## config.mk

```make
export PLATFORM = sky130hd
export DESIGN_NAME = move_scheduler_flat
export DESIGN_NICKNAME = d
export VERILOG_FILES = /design/src/rtl/move_scheduler_if.sv /design/src/rtl/move_scheduler.sv /design/src/flat_wrapper.sv
export SDC_FILE = /design/constraint.sdc
export NUM_CORES = 1
export LEC_CHECK = 0
export ABC_AREA = 1
export BUFFER_PORTS_ARGS = -buffer_cell sky130_fd_sc_hd__buf_2
export CAP_MARGIN = 25
export CORE_MARGIN = 2
export CORE_UTILIZATION = 45
export DETAILED_ROUTE_END_ITERATION = 10
export PLACE_DENSITY = 0.69
export SYNTH_ARGS = -nofsm -noshare
export SYNTH_HDL_FRONTEND = slang
export SYNTH_SLANG_ARGS = --single-unit
```

## constraint.sdc

```tcl
create_clock -name CLOCK_50 -period 1.25 [get_ports CLOCK_50]
set_input_delay 0.125 -clock CLOCK_50 [delete_from_list [all_inputs] [get_ports CLOCK_50]]
set_output_delay 0.125 -clock CLOCK_50 [all_outputs]
set_load 0.005 [all_outputs]
```

## src/rtl/move_scheduler_if.sv

```systemverilog
// Handshake and event bundle between the move scheduler and the game datapath around it.
// master is the scheduler side; slave is the checker/spawner/input side.
interface move_scheduler_if;
    logic       run;
    logic       tick_gravity;
    logic       mv_left;
    logic       mv_right;
    logic       mv_rot;
    logic       mv_hard;
    logic       chk_req;
    logic [1:0] chk_op;
    logic       chk_ack;
    logic       chk_ok;
    logic       commit;
    logic [1:0] commit_op;
    logic       lock_piece;
    logic       spawn_req;
    logic       spawn_ack;
    logic       spawn_ok;
    logic       game_over;
    logic       busy;

    modport master (
        input  run, tick_gravity, mv_left, mv_right, mv_rot, mv_hard,
        input  chk_ack, chk_ok, spawn_ack, spawn_ok,
        output chk_req, chk_op, commit, commit_op, lock_piece, spawn_req, game_over, busy
    );

    modport slave (
        output run, tick_gravity, mv_left, mv_right, mv_rot, mv_hard,
        output chk_ack, chk_ok, spawn_ack, spawn_ok,
        input  chk_req, chk_op, commit, commit_op, lock_piece, spawn_req, game_over, busy
    );
endinterface

```

## src/rtl/move_scheduler.sv

```systemverilog
// Serialises user moves and gravity into collision-check / commit / lock / spawn transactions.
// Pending events are coalesced into one flag per kind and dispatched by fixed priority.
module move_scheduler #(
    parameter int unsigned LOCK_DELAY = 2
) (
    input logic              CLOCK_50,
    input logic              resetn,
    move_scheduler_if.master bus
);

    typedef enum logic [2:0] {
        StIdle,
        StCheck,
        StCommit,
        StLock,
        StSpawn,
        StOver
    } state_e;

    localparam logic [1:0] OpLeft  = 2'd0;
    localparam logic [1:0] OpRight = 2'd1;
    localparam logic [1:0] OpRot   = 2'd2;
    localparam logic [1:0] OpDown  = 2'd3;

    localparam int unsigned FlDown  = 0;
    localparam int unsigned FlRight = 1;
    localparam int unsigned FlLeft  = 2;
    localparam int unsigned FlRot   = 3;
    localparam int unsigned FlHard  = 4;

    localparam logic [3:0] LockDelay = 4'(LOCK_DELAY);

    state_e     state_q;
    logic [4:0] flags_q;
    logic [4:0] flags_d;
    logic [3:0] rest_q;
    logic       hard_q;
    logic       chk_req_q;
    logic [1:0] chk_op_q;
    logic       commit_q;
    logic [1:0] commit_op_q;
    logic       lock_q;
    logic       spawn_req_q;
    logic       game_over_q;
    logic       busy_q;

    logic [4:0] flag_set;
    logic [4:0] flag_clr;
    logic [4:0] sel_clr;
    logic [1:0] sel_op;
    logic       sel_hard;
    logic [3:0] rest_inc;

    // Event capture, priority select and flag next-state.
    always_comb begin
        flag_set = {bus.mv_hard, bus.mv_rot, bus.mv_left, bus.mv_right, bus.tick_gravity}
                   & {5{bus.run}};
        if (state_q == StOver) begin
            flag_set = '0;
        end

        sel_op   = OpDown;
        sel_clr  = '0;
        sel_hard = 1'b0;
        if (flags_q[FlHard]) begin
            sel_clr[FlHard] = 1'b1;
            sel_clr[FlDown] = 1'b1;
            sel_hard        = 1'b1;
        end else if (flags_q[FlRot]) begin
            sel_op         = OpRot;
            sel_clr[FlRot] = 1'b1;
        end else if (flags_q[FlLeft]) begin
            sel_op          = OpLeft;
            sel_clr[FlLeft] = 1'b1;
        end else if (flags_q[FlRight]) begin
            sel_op           = OpRight;
            sel_clr[FlRight] = 1'b1;
        end else begin
            sel_clr[FlDown] = flags_q[FlDown];
        end

        flag_clr = '0;
        if (state_q == StIdle) begin
            flag_clr = sel_clr;
        end

        // A fresh event on the same edge as its dispatch clear survives.
        flags_d = (flags_q & ~flag_clr) | flag_set;
        if (state_q == StLock) begin
            flags_d = '0;
        end

        rest_inc = rest_q + 4'd1;
    end

    always_ff @(posedge CLOCK_50 or negedge resetn) begin
        if (!resetn) begin
            state_q     <= StIdle;
            flags_q     <= '0;
            rest_q      <= '0;
            hard_q      <= 1'b0;
            chk_req_q   <= 1'b0;
            chk_op_q    <= OpLeft;
            commit_q    <= 1'b0;
            commit_op_q <= OpLeft;
            lock_q      <= 1'b0;
            spawn_req_q <= 1'b0;
            game_over_q <= 1'b0;
            busy_q      <= 1'b0;
        end else begin
            flags_q  <= flags_d;
            commit_q <= 1'b0;
            lock_q   <= 1'b0;
            unique case (state_q)
                StIdle: begin
                    if (|flags_q) begin
                        state_q   <= StCheck;
                        chk_req_q <= 1'b1;
                        chk_op_q  <= sel_op;
                        busy_q    <= 1'b1;
                        if (sel_hard) begin
                            hard_q <= 1'b1;
                        end
                    end
                end
                StCheck: begin
                    if (bus.chk_ack) begin
                        chk_req_q <= 1'b0;
                        if (bus.chk_ok) begin
                            state_q     <= StCommit;
                            commit_q    <= 1'b1;
                            commit_op_q <= chk_op_q;
                            if (chk_op_q == OpDown) begin
                                rest_q <= '0;
                            end
                        end else if (chk_op_q != OpDown) begin
                            state_q <= StIdle;
                            busy_q  <= 1'b0;
                        end else begin
                            if (!hard_q) begin
                                rest_q <= rest_inc;
                            end
                            if (hard_q || (rest_inc == LockDelay)) begin
                                state_q <= StLock;
                                lock_q  <= 1'b1;
                            end else begin
                                state_q <= StIdle;
                                busy_q  <= 1'b0;
                            end
                        end
                    end
                end
                StCommit: begin
                    if (hard_q) begin
                        state_q   <= StCheck;
                        chk_req_q <= 1'b1;
                        chk_op_q  <= OpDown;
                    end else begin
                        state_q <= StIdle;
                        busy_q  <= 1'b0;
                    end
                end
                StLock: begin
                    rest_q      <= '0;
                    hard_q      <= 1'b0;
                    state_q     <= StSpawn;
                    spawn_req_q <= 1'b1;
                end
                StSpawn: begin
                    if (bus.spawn_ack) begin
                        spawn_req_q <= 1'b0;
                        if (bus.spawn_ok) begin
                            state_q <= StIdle;
                            busy_q  <= 1'b0;
                        end else begin
                            state_q     <= StOver;
                            game_over_q <= 1'b1;
                        end
                    end
                end
                StOver: begin
                    state_q <= StOver;
                end
                default: begin
                    state_q <= StIdle;
                    busy_q  <= 1'b0;
                end
            endcase
        end
    end

    assign bus.chk_req    = chk_req_q;
    assign bus.chk_op     = chk_op_q;
    assign bus.commit     = commit_q;
    assign bus.commit_op  = commit_op_q;
    assign bus.lock_piece = lock_q;
    assign bus.spawn_req  = spawn_req_q;
    assign bus.game_over  = game_over_q;
    assign bus.busy       = busy_q;

endmodule

```

## src/flat_wrapper.sv

```systemverilog
// flat-port wrapper written by rule: the top's interface ports become plain ports
module move_scheduler_flat 
#(
    parameter int unsigned LOCK_DELAY = 2
)
  (CLOCK_50, resetn, bus_run, bus_tick_gravity, bus_mv_left, bus_mv_right, bus_mv_rot, bus_mv_hard, bus_chk_ack, bus_chk_ok, bus_spawn_ack, bus_spawn_ok, bus_chk_req, bus_chk_op, bus_commit, bus_commit_op, bus_lock_piece, bus_spawn_req, bus_game_over, bus_busy);
  move_scheduler_if bus_i ();
  input logic CLOCK_50;
  input logic resetn;
  input wire logic [$bits(bus_i.run)-1:0] bus_run;
  input wire logic [$bits(bus_i.tick_gravity)-1:0] bus_tick_gravity;
  input wire logic [$bits(bus_i.mv_left)-1:0] bus_mv_left;
  input wire logic [$bits(bus_i.mv_right)-1:0] bus_mv_right;
  input wire logic [$bits(bus_i.mv_rot)-1:0] bus_mv_rot;
  input wire logic [$bits(bus_i.mv_hard)-1:0] bus_mv_hard;
  input wire logic [$bits(bus_i.chk_ack)-1:0] bus_chk_ack;
  input wire logic [$bits(bus_i.chk_ok)-1:0] bus_chk_ok;
  input wire logic [$bits(bus_i.spawn_ack)-1:0] bus_spawn_ack;
  input wire logic [$bits(bus_i.spawn_ok)-1:0] bus_spawn_ok;
  output wire logic [$bits(bus_i.chk_req)-1:0] bus_chk_req;
  output wire logic [$bits(bus_i.chk_op)-1:0] bus_chk_op;
  output wire logic [$bits(bus_i.commit)-1:0] bus_commit;
  output wire logic [$bits(bus_i.commit_op)-1:0] bus_commit_op;
  output wire logic [$bits(bus_i.lock_piece)-1:0] bus_lock_piece;
  output wire logic [$bits(bus_i.spawn_req)-1:0] bus_spawn_req;
  output wire logic [$bits(bus_i.game_over)-1:0] bus_game_over;
  output wire logic [$bits(bus_i.busy)-1:0] bus_busy;
  assign bus_i.run = bus_run;
  assign bus_i.tick_gravity = bus_tick_gravity;
  assign bus_i.mv_left = bus_mv_left;
  assign bus_i.mv_right = bus_mv_right;
  assign bus_i.mv_rot = bus_mv_rot;
  assign bus_i.mv_hard = bus_mv_hard;
  assign bus_i.chk_ack = bus_chk_ack;
  assign bus_i.chk_ok = bus_chk_ok;
  assign bus_i.spawn_ack = bus_spawn_ack;
  assign bus_i.spawn_ok = bus_spawn_ok;
  assign bus_chk_req = bus_i.chk_req;
  assign bus_chk_op = bus_i.chk_op;
  assign bus_commit = bus_i.commit;
  assign bus_commit_op = bus_i.commit_op;
  assign bus_lock_piece = bus_i.lock_piece;
  assign bus_spawn_req = bus_i.spawn_req;
  assign bus_game_over = bus_i.game_over;
  assign bus_busy = bus_i.busy;
  move_scheduler #(.LOCK_DELAY(LOCK_DELAY)) u_core (.CLOCK_50(CLOCK_50), .resetn(resetn), .bus(bus_i));
endmodule
```

==> reports/qor.csv, run 1 <==
stage,metric,value,unit
worst_setup_path,worst reg2reg setup slack,-0.09,ns
global_routing,global router's overall resource usage,17.1,%
die,IO Pins,22,
finish,# fillers,228,
routing,First DRT Iteration DRCs,20,
timing,worst hold slack after final layout,0.00456,ns
finish,"commonest cells after routing, fill and taps aside","inv_1, buf_2, dfrtp_1, buf_4, nand2_1",
clocking,clock tree sinks,23,
timing,post-route minimum period,1.34,ns
logic_synthesis,Synth Net Count,153,
clocking,clk slew on worst S/H paths,0.13,ns
run_status,violations in the final reports,setup timing,
die,Die Y-Extent,56.7,um
hold_path,startpoint of the lowest-slack hold path,bus_spawn_ok,
pwr,sequential share of power,33.7,%
pwr,Power per Cell Area,2260,mW/mm2
timing,maximum operating frequency,0.748,GHz
global_routing,largest net degree at the start of global routing,24,
clocking,number of buffers created by CTS,3,
logic_synthesis,count of cell types in the netlist,32,
routing,router iterations before antenna repair,4,
timing,final setup violation count,15,
finish,final-stage net count,202,
hold_path,end point of the worst hold path,u_core.bus.game_over,
placed_design,"number of placed instances, taps included",205,
timing,setup repair after global routing missed its margin,true,
pwr,net switching power,1.62,mW
logic_synthesis,synthesized netlist cell count,139,
worst_setup_path,peak fanout along the critical path,4,
clocking,clock latency at the later pin of the worst-skew pair,0.32,ns
clocking,H-tree level count,1,
worst_setup_path,FF-to-FF path depth,5,
pwr,static leakage power,0.891,nW
logic_synthesis,Yosys warning total,0,
worst_setup_path,critical path capture point type,register,
worst_setup_path,"Max stage delay cell, worst path",dfrtp_2,
finish,Final Util,64.0,%
placed_design,Port Buf Inserts,21,
placed_design,placed wire-length estimate,1910,um
timing,final slew viol count,0,
timing,min setup slack post-route,-0.0864,ns
run_status,outcome,"complete, but fails checks",
finish,combined area of the multi-input logic cells,671,um2
pwr,Internal Pwr Total,2.27,mW
logic_synthesis,number of synthesized register bits,23,
global_routing,number of antenna violations at the first check in global routing,0,
die,total number of placement rows,19,
routing,Post-route DRC,0,
timing,"Hold Violations, Final",0,
placed_design,Post-Place Worst Slack,-0.0834,ns
die,core outline area,0.00269,mm2
logic_synthesis,area of the mapped netlist,0.00125,mm2
die,Die Wd,56.7,um
worst_setup_path,critical-path cell list,buf_6 > nor2_4 > nand2_4 > nor2_8 > mux2_4,
global_routing,vias in the first global route,1021,
timing,"Period Utilization, post-route",107,%
timing,Worst Clk Skew,0.00416,ns
routing,number of antenna-violating nets in the routed design,0,
pwr,maximum vdd drop,1.39,mV
placed_design,global placement routability congestion,0.795,
worst_setup_path,data arrival time of the critical path,1.55,ns
worst_setup_path,delay of the slowest cell on the worst path,0.48,ns
routing,average routed wire per standard cell,12.5,um
run,Max-cap violations,0,
finish,number of antenna cells inserted,0,
global_routing,wire length of the first global-routing pass,4280,um
finish,area overhead of the layout relative to synthesis,37.4,%
clocking,Clock Tree Root,clkbuf_4,
worst_setup_path,worst path required time,1.46,ns
global_routing,final global-route overflow total,0,
pwr,total design power,3.88,mW
pwr,net switching share of the total power,41.6,%
finish,"Cell Count, Final, Fillers Out",218,
finish,fraction of final layout cells sized beyond drive strength 1,50.3,%
clocking,maximum clock insertion buffer count,2,
logic_synthesis,sequential element share of the synthesized area,46.0,%
pwr,Comb pwr share,57.2,%
worst_setup_path,worst flop-to-flop path startpoint,u_core.state_q[1],
die,area of the die,0.00322,mm2
routing,overall via count from detail_route,1094,
hold_path,HP Class,in -> reg,
finish,register area,578,um2
timing,Max-slew headroom,65.1,%
clocking,clock tree from TritonCTS,built,
die,initial standard-cell utilization of the core,46.6,%
worst_setup_path,Crit Path Class,reg -> reg,
routing,routed via count divided by cell count,5.02,
worst_setup_path,reg-to-reg endpoint,u_core.bus.commit_op[0],
pwr,clock network fraction of total power,9.1,%
worst_setup_path,Worst setup SP type,register,
hold_path,hold path depth,2,
routing,Total Routed Length,2730,um
timing,Worst Tran Pin Value,0.523,ns
logic_synthesis,average instance area after synthesis,9.00,um2
[critical path: cells and delay by family (launching register included)]
family,cells,cell delay (ns)
buf+inv,1,0.14
flops,1,0.48
simple gates,3,0.31
mux,1,0.30
[routing by layer]
metal  GRT usage (%)  vias up  wire (um)
met4            6.98        0         45
met1            21.7      520       1160
met3            2.07        5         75
li1                -      549          -
met5               0        -          0
met2            29.6       20       1440
[through the flow]
stage	setup TNS (ns)	instance area [um2]
final	-0.646	1720
after global routing	-2.10	1720
after CTS	-0.386	1580
after detailed placement	-0.395	1510
after global placement	-0.138	1510
after floorplan	-0.0746	1260
[power groups by stage]
stage / clock (mW) / combinational [mW] / sequential [mW]
floorplan: 0 / 1.11 / 1.30
global placement: 0 / 1.76 / 1.29
detailed placement: 0 / 1.79 / 1.30
CTS: 0.371 / 1.88 / 1.30
global route: 0.393 / 2.46 / 1.36
finish: 0.355 / 2.22 / 1.31
[worst max path at each step]
stage / startpoint / end / slack [ns] / depth (start not counted)
2_1_floorplan: u_core.state_q[2] / u_core.bus.commit_op[0] / -0.04 / 6
3_3_place_gp: u_core.rest_q[1] / u_core.bus.busy / -0.07 / 11
3_5_place_dp: u_core.rest_q[1] / u_core.bus.busy / -0.08 / 11
4_1_cts: u_core.rest_q[1] / u_core.bus.busy / -0.08 / 11
5_1_grt: u_core.rest_q[0] / u_core.state_q[0] / -0.20 / 11
6_report: u_core.state_q[1] / u_core.bus.commit_op[0] / -0.09 / 5
[Yosys cell counts, drive strengths merged]
master	count	share of area, %
clkinv	1	0.30
nand2	31	12
nor3	5	2.8
nor2	12	7.3
mux2	2	2.4
dfrtp	23	46
o21bai	2	1.2
nand3	6	2.8
ha	2	2.0
nand4	2	1.0
o32ai	2	1.4
nand3b	2	1.2
o21ai	11	4.7
o22ai	4	2.0
or2	1	0.70
o211ai	2	1.6
a21oi	3	1.5
a211oi	1	0.60
mux2i	1	0.80
inv	26	7.8
[area by class of cell]
cell class / count / area share [%]
well taps: 31 / 2.26
repair buffers: 44 / 17.2
flip-flops and latches: 23 / 33.6
clock inverters: 1 / 0.291
clock buffers: 3 / 1.31
inverters: 27 / 6.33
multi-input cells: 89 / 39.0
[cells by family (layout without fill, tap and decap cells)]
group / count (synthesis) / count (layout) / synth area share [%]
adder cells (fa/ha/maj): 2 / 2 / 2.00
AND/OR/NAND/NOR: 59 / 59 / 27.7
buffers and inverters: 27 / 75 / 8.10
flip-flops: 23 / 23 / 46.0
AO/OA/AOI/OAI: 25 / 25 / 13.0
multiplexers: 3 / 3 / 3.20
[registers in the layout, indices dropped and copies added (netlist names)]
signal                 flops
u_core.flags_q             5
u_core.rest_q              4
u_core.state_q             3
u_core.bus.chk_op          2
u_core.bus.commit_op       2
u_core.bus.busy            1
u_core.bus.chk_req         1
u_core.bus.commit          1
u_core.bus.game_over       1
u_core.bus.lock_piece      1
u_core.bus.spawn_req       1
u_core.hard_q              1
[repair_timing]
action / CTS / global route
gates cloned: 0 / 0
hold endpoints to repair: 23 / 0
hold buffers: 1 / 0
setup buffers: 2 / 6
endpoints found under the setup margin: 18 / 20
gates resized for setup: 5 / 27
pin swaps: 1 / 15
Note: power is estimated with default switching activity, not from simulation.
==> run 2: changes to the inputs <==
--- a/config.mk
+++ b/config.mk
@@ -7,4 +7,5 @@
 export LEC_CHECK = 0
 export ABC_AREA = 1
+export ABC_CLOCK_PERIOD_IN_PS = 1250
 export BUFFER_PORTS_ARGS = -buffer_cell sky130_fd_sc_hd__buf_2
 export CAP_MARGIN = 25
==> constraint.sdc (replaced) <==
create_clock -name CLOCK_50 -period 1.25 [get_ports CLOCK_50]
set_input_delay 0.3125 -clock CLOCK_50 [delete_from_list [all_inputs] [get_ports CLOCK_50]]
set_output_delay 0.3125 -clock CLOCK_50 [all_outputs]
set_load 0.005 [all_outputs]
==> reports/qor.csv, run 2 (same netlist as run 1, synthesis figures left out) <==
stage,metric,value,unit
run_status,outcome,"complete, but fails checks",
run_status,violations in the final reports,setup timing,
clocking,clock tree sinks,23,
pwr,net switching share of the total power,41.5,%
finish,"Cell Count, Final, Fillers Out",219,
clocking,maximum clock insertion buffer count,2,
finish,area overhead of the layout relative to synthesis,38.0,%
pwr,static leakage power,0.896,nW
pwr,net switching power,1.62,mW
pwr,Internal Pwr Total,2.28,mW
clocking,H-tree level count,1,
timing,final slew viol count,0,
finish,number of antenna cells inserted,0,
pwr,total design power,3.91,mW
worst_setup_path,peak fanout along the critical path,4,
clocking,number of buffers created by CTS,3,
clocking,Clock Tree Root,clkbuf_4,
placed_design,placed wire-length estimate,1910,um
worst_setup_path,critical path capture point type,register,
finish,"commonest cells after routing, fill and taps aside","inv_1, buf_2, dfrtp_1, buf_4, nand2_1",
routing,average routed wire per standard cell,12.4,um
pwr,Comb pwr share,57.5,%
die,Die Wd,56.7,um
finish,fraction of final layout cells sized beyond drive strength 1,50.5,%
die,area of the die,0.00322,mm2
placed_design,"number of placed instances, taps included",205,
finish,max reg flops,5,
run,Max-cap violations,0,
routing,Total Routed Length,2720,um
worst_setup_path,data arrival time of the critical path,1.55,ns
clocking,clock tree from TritonCTS,built,
routing,router iterations before antenna repair,4,
die,Die Y-Extent,56.7,um
placed_design,Port Buf Inserts,21,
timing,"Period Utilization, post-route",107,%
worst_setup_path,Crit Path Class,reg -> reg,
finish,final-stage net count,203,
placed_design,global placement routability congestion,0.795,
global_routing,number of antenna violations at the first check in global routing,0,
global_routing,global router's overall resource usage,17.1,%
routing,overall via count from detail_route,1098,
finish,Top Registers,"u_core.flags_q (5), u_core.rest_q (4), u_core.state_q (3)",
routing,routed via count divided by cell count,5.01,
global_routing,final global-route overflow total,0,
pwr,clock network fraction of total power,9.1,%
hold_path,HP Class,in -> reg,
timing,Worst Tran Pin Value,0.519,ns
routing,number of antenna-violating nets in the routed design,0,
die,core outline area,0.00269,mm2
timing,final setup violation count,15,
global_routing,vias in the first global route,1021,
pwr,Power per Cell Area,2260,mW/mm2
routing,Post-route DRC,0,
die,initial standard-cell utilization of the core,46.6,%
pwr,maximum vdd drop,1.40,mV
timing,Worst Clk Skew,0.00418,ns
finish,largest reg by FF count,u_core.flags_q,
worst_setup_path,worst reg2reg setup slack,-0.08,ns
routing,First DRT Iteration DRCs,21,
clocking,clk slew on worst S/H paths,0.13,ns
die,IO Pins,22,
worst_setup_path,worst path required time,1.47,ns
timing,min setup slack post-route,-0.0838,ns
global_routing,largest net degree at the start of global routing,24,
placed_design,Post-Place Worst Slack,-0.0834,ns
pwr,sequential share of power,33.4,%
clocking,clock latency at the later pin of the worst-skew pair,0.32,ns
timing,maximum operating frequency,0.750,GHz
timing,post-route minimum period,1.33,ns
timing,"Hold Violations, Final",0,
timing,Max-slew headroom,65.4,%
global_routing,wire length of the first global-routing pass,4280,um
worst_setup_path,Worst setup SP type,register,
die,total number of placement rows,19,
timing,setup repair after global routing missed its margin,true,
run 2: final timing paths:
path                              startpoint                 endpoint  cells after the start
min in group asynchronous             resetn         u_core.rest_q[1]                      2
hold reg to reg              u_core.bus.busy          u_core.bus.busy                      2
setup reg to reg           u_core.state_q[1]  u_core.bus.commit_op[0]                      5
setup / recovery           u_core.state_q[1]  u_core.bus.commit_op[0]                      5
max in group asynchronous             resetn        u_core.state_q[1]                      2
hold / removal                  bus_spawn_ok     u_core.bus.game_over                      2
run 2: power by group through the flow:
stage | Combinational, mW | Clock, mW | Sequential [mW]
final | 2.25 | 0.355 | 1.31
after global routing | 2.49 | 0.393 | 1.36
after CTS | 1.88 | 0.371 | 1.30
after detailed placement | 1.79 | 0 | 1.30
after global placement | 1.76 | 0 | 1.29
after floorplan | 1.11 | 0 | 1.30
run 2: final cells by class:
class                   instances  area [um2]
clock buffers                   3        22.5
clock inverters                 1        5.00
fillers                       226         960
inverters                      27         109
multi-input cells              89         671
flip-flops and latches         23         578
well taps                      31        38.8
repair buffers                 45         303
run 2: layer usage:
| metal | part of all wire [%] | GRT usage [%] | vias to the layer above | routed length (um) |
|---|---|---|---|---|
| li1 | - | - | 551 | - |
| met1 | 42 | 21.7 | 522 | 1150 |
| met2 | 53 | 29.6 | 20 | 1450 |
| met3 | 2.8 | 2.07 | 5 | 76 |
| met4 | 1.7 | 6.98 | 0 | 45 |
| met5 | 0 | 0 | - | 0 |
run 2: metrics by stage:
stage,utilization (%),hold slack [ns],instance area (um2),TNS [ns]
floorplan,-,0.0169,1260,-0.0746
global placement,56.1,0.314,1510,-0.138
detailed placement,56.1,0.314,1510,-0.395
CTS,58.9,0.190,1580,-0.386
global route,64.3,0.197,1730,-2.10
finish,64.3,0.192,1730,-0.642
run 2: critical path: stages, from the launching register on:
cell and delay, ns:
dfrtp_2 0.48, buf_6 0.14, nor2_4 0.11, nand2_4 0.08, nor2_8 0.12, mux2_4 0.30
run 2: what timing repair did:
item,4_1_cts,5_1_grt
hold buffers,1,0
pin swaps,1,15
buffers inserted,2,7
hold endpoints to repair,23,0
gates resized for setup,5,27
setup endpoints to repair,18,21
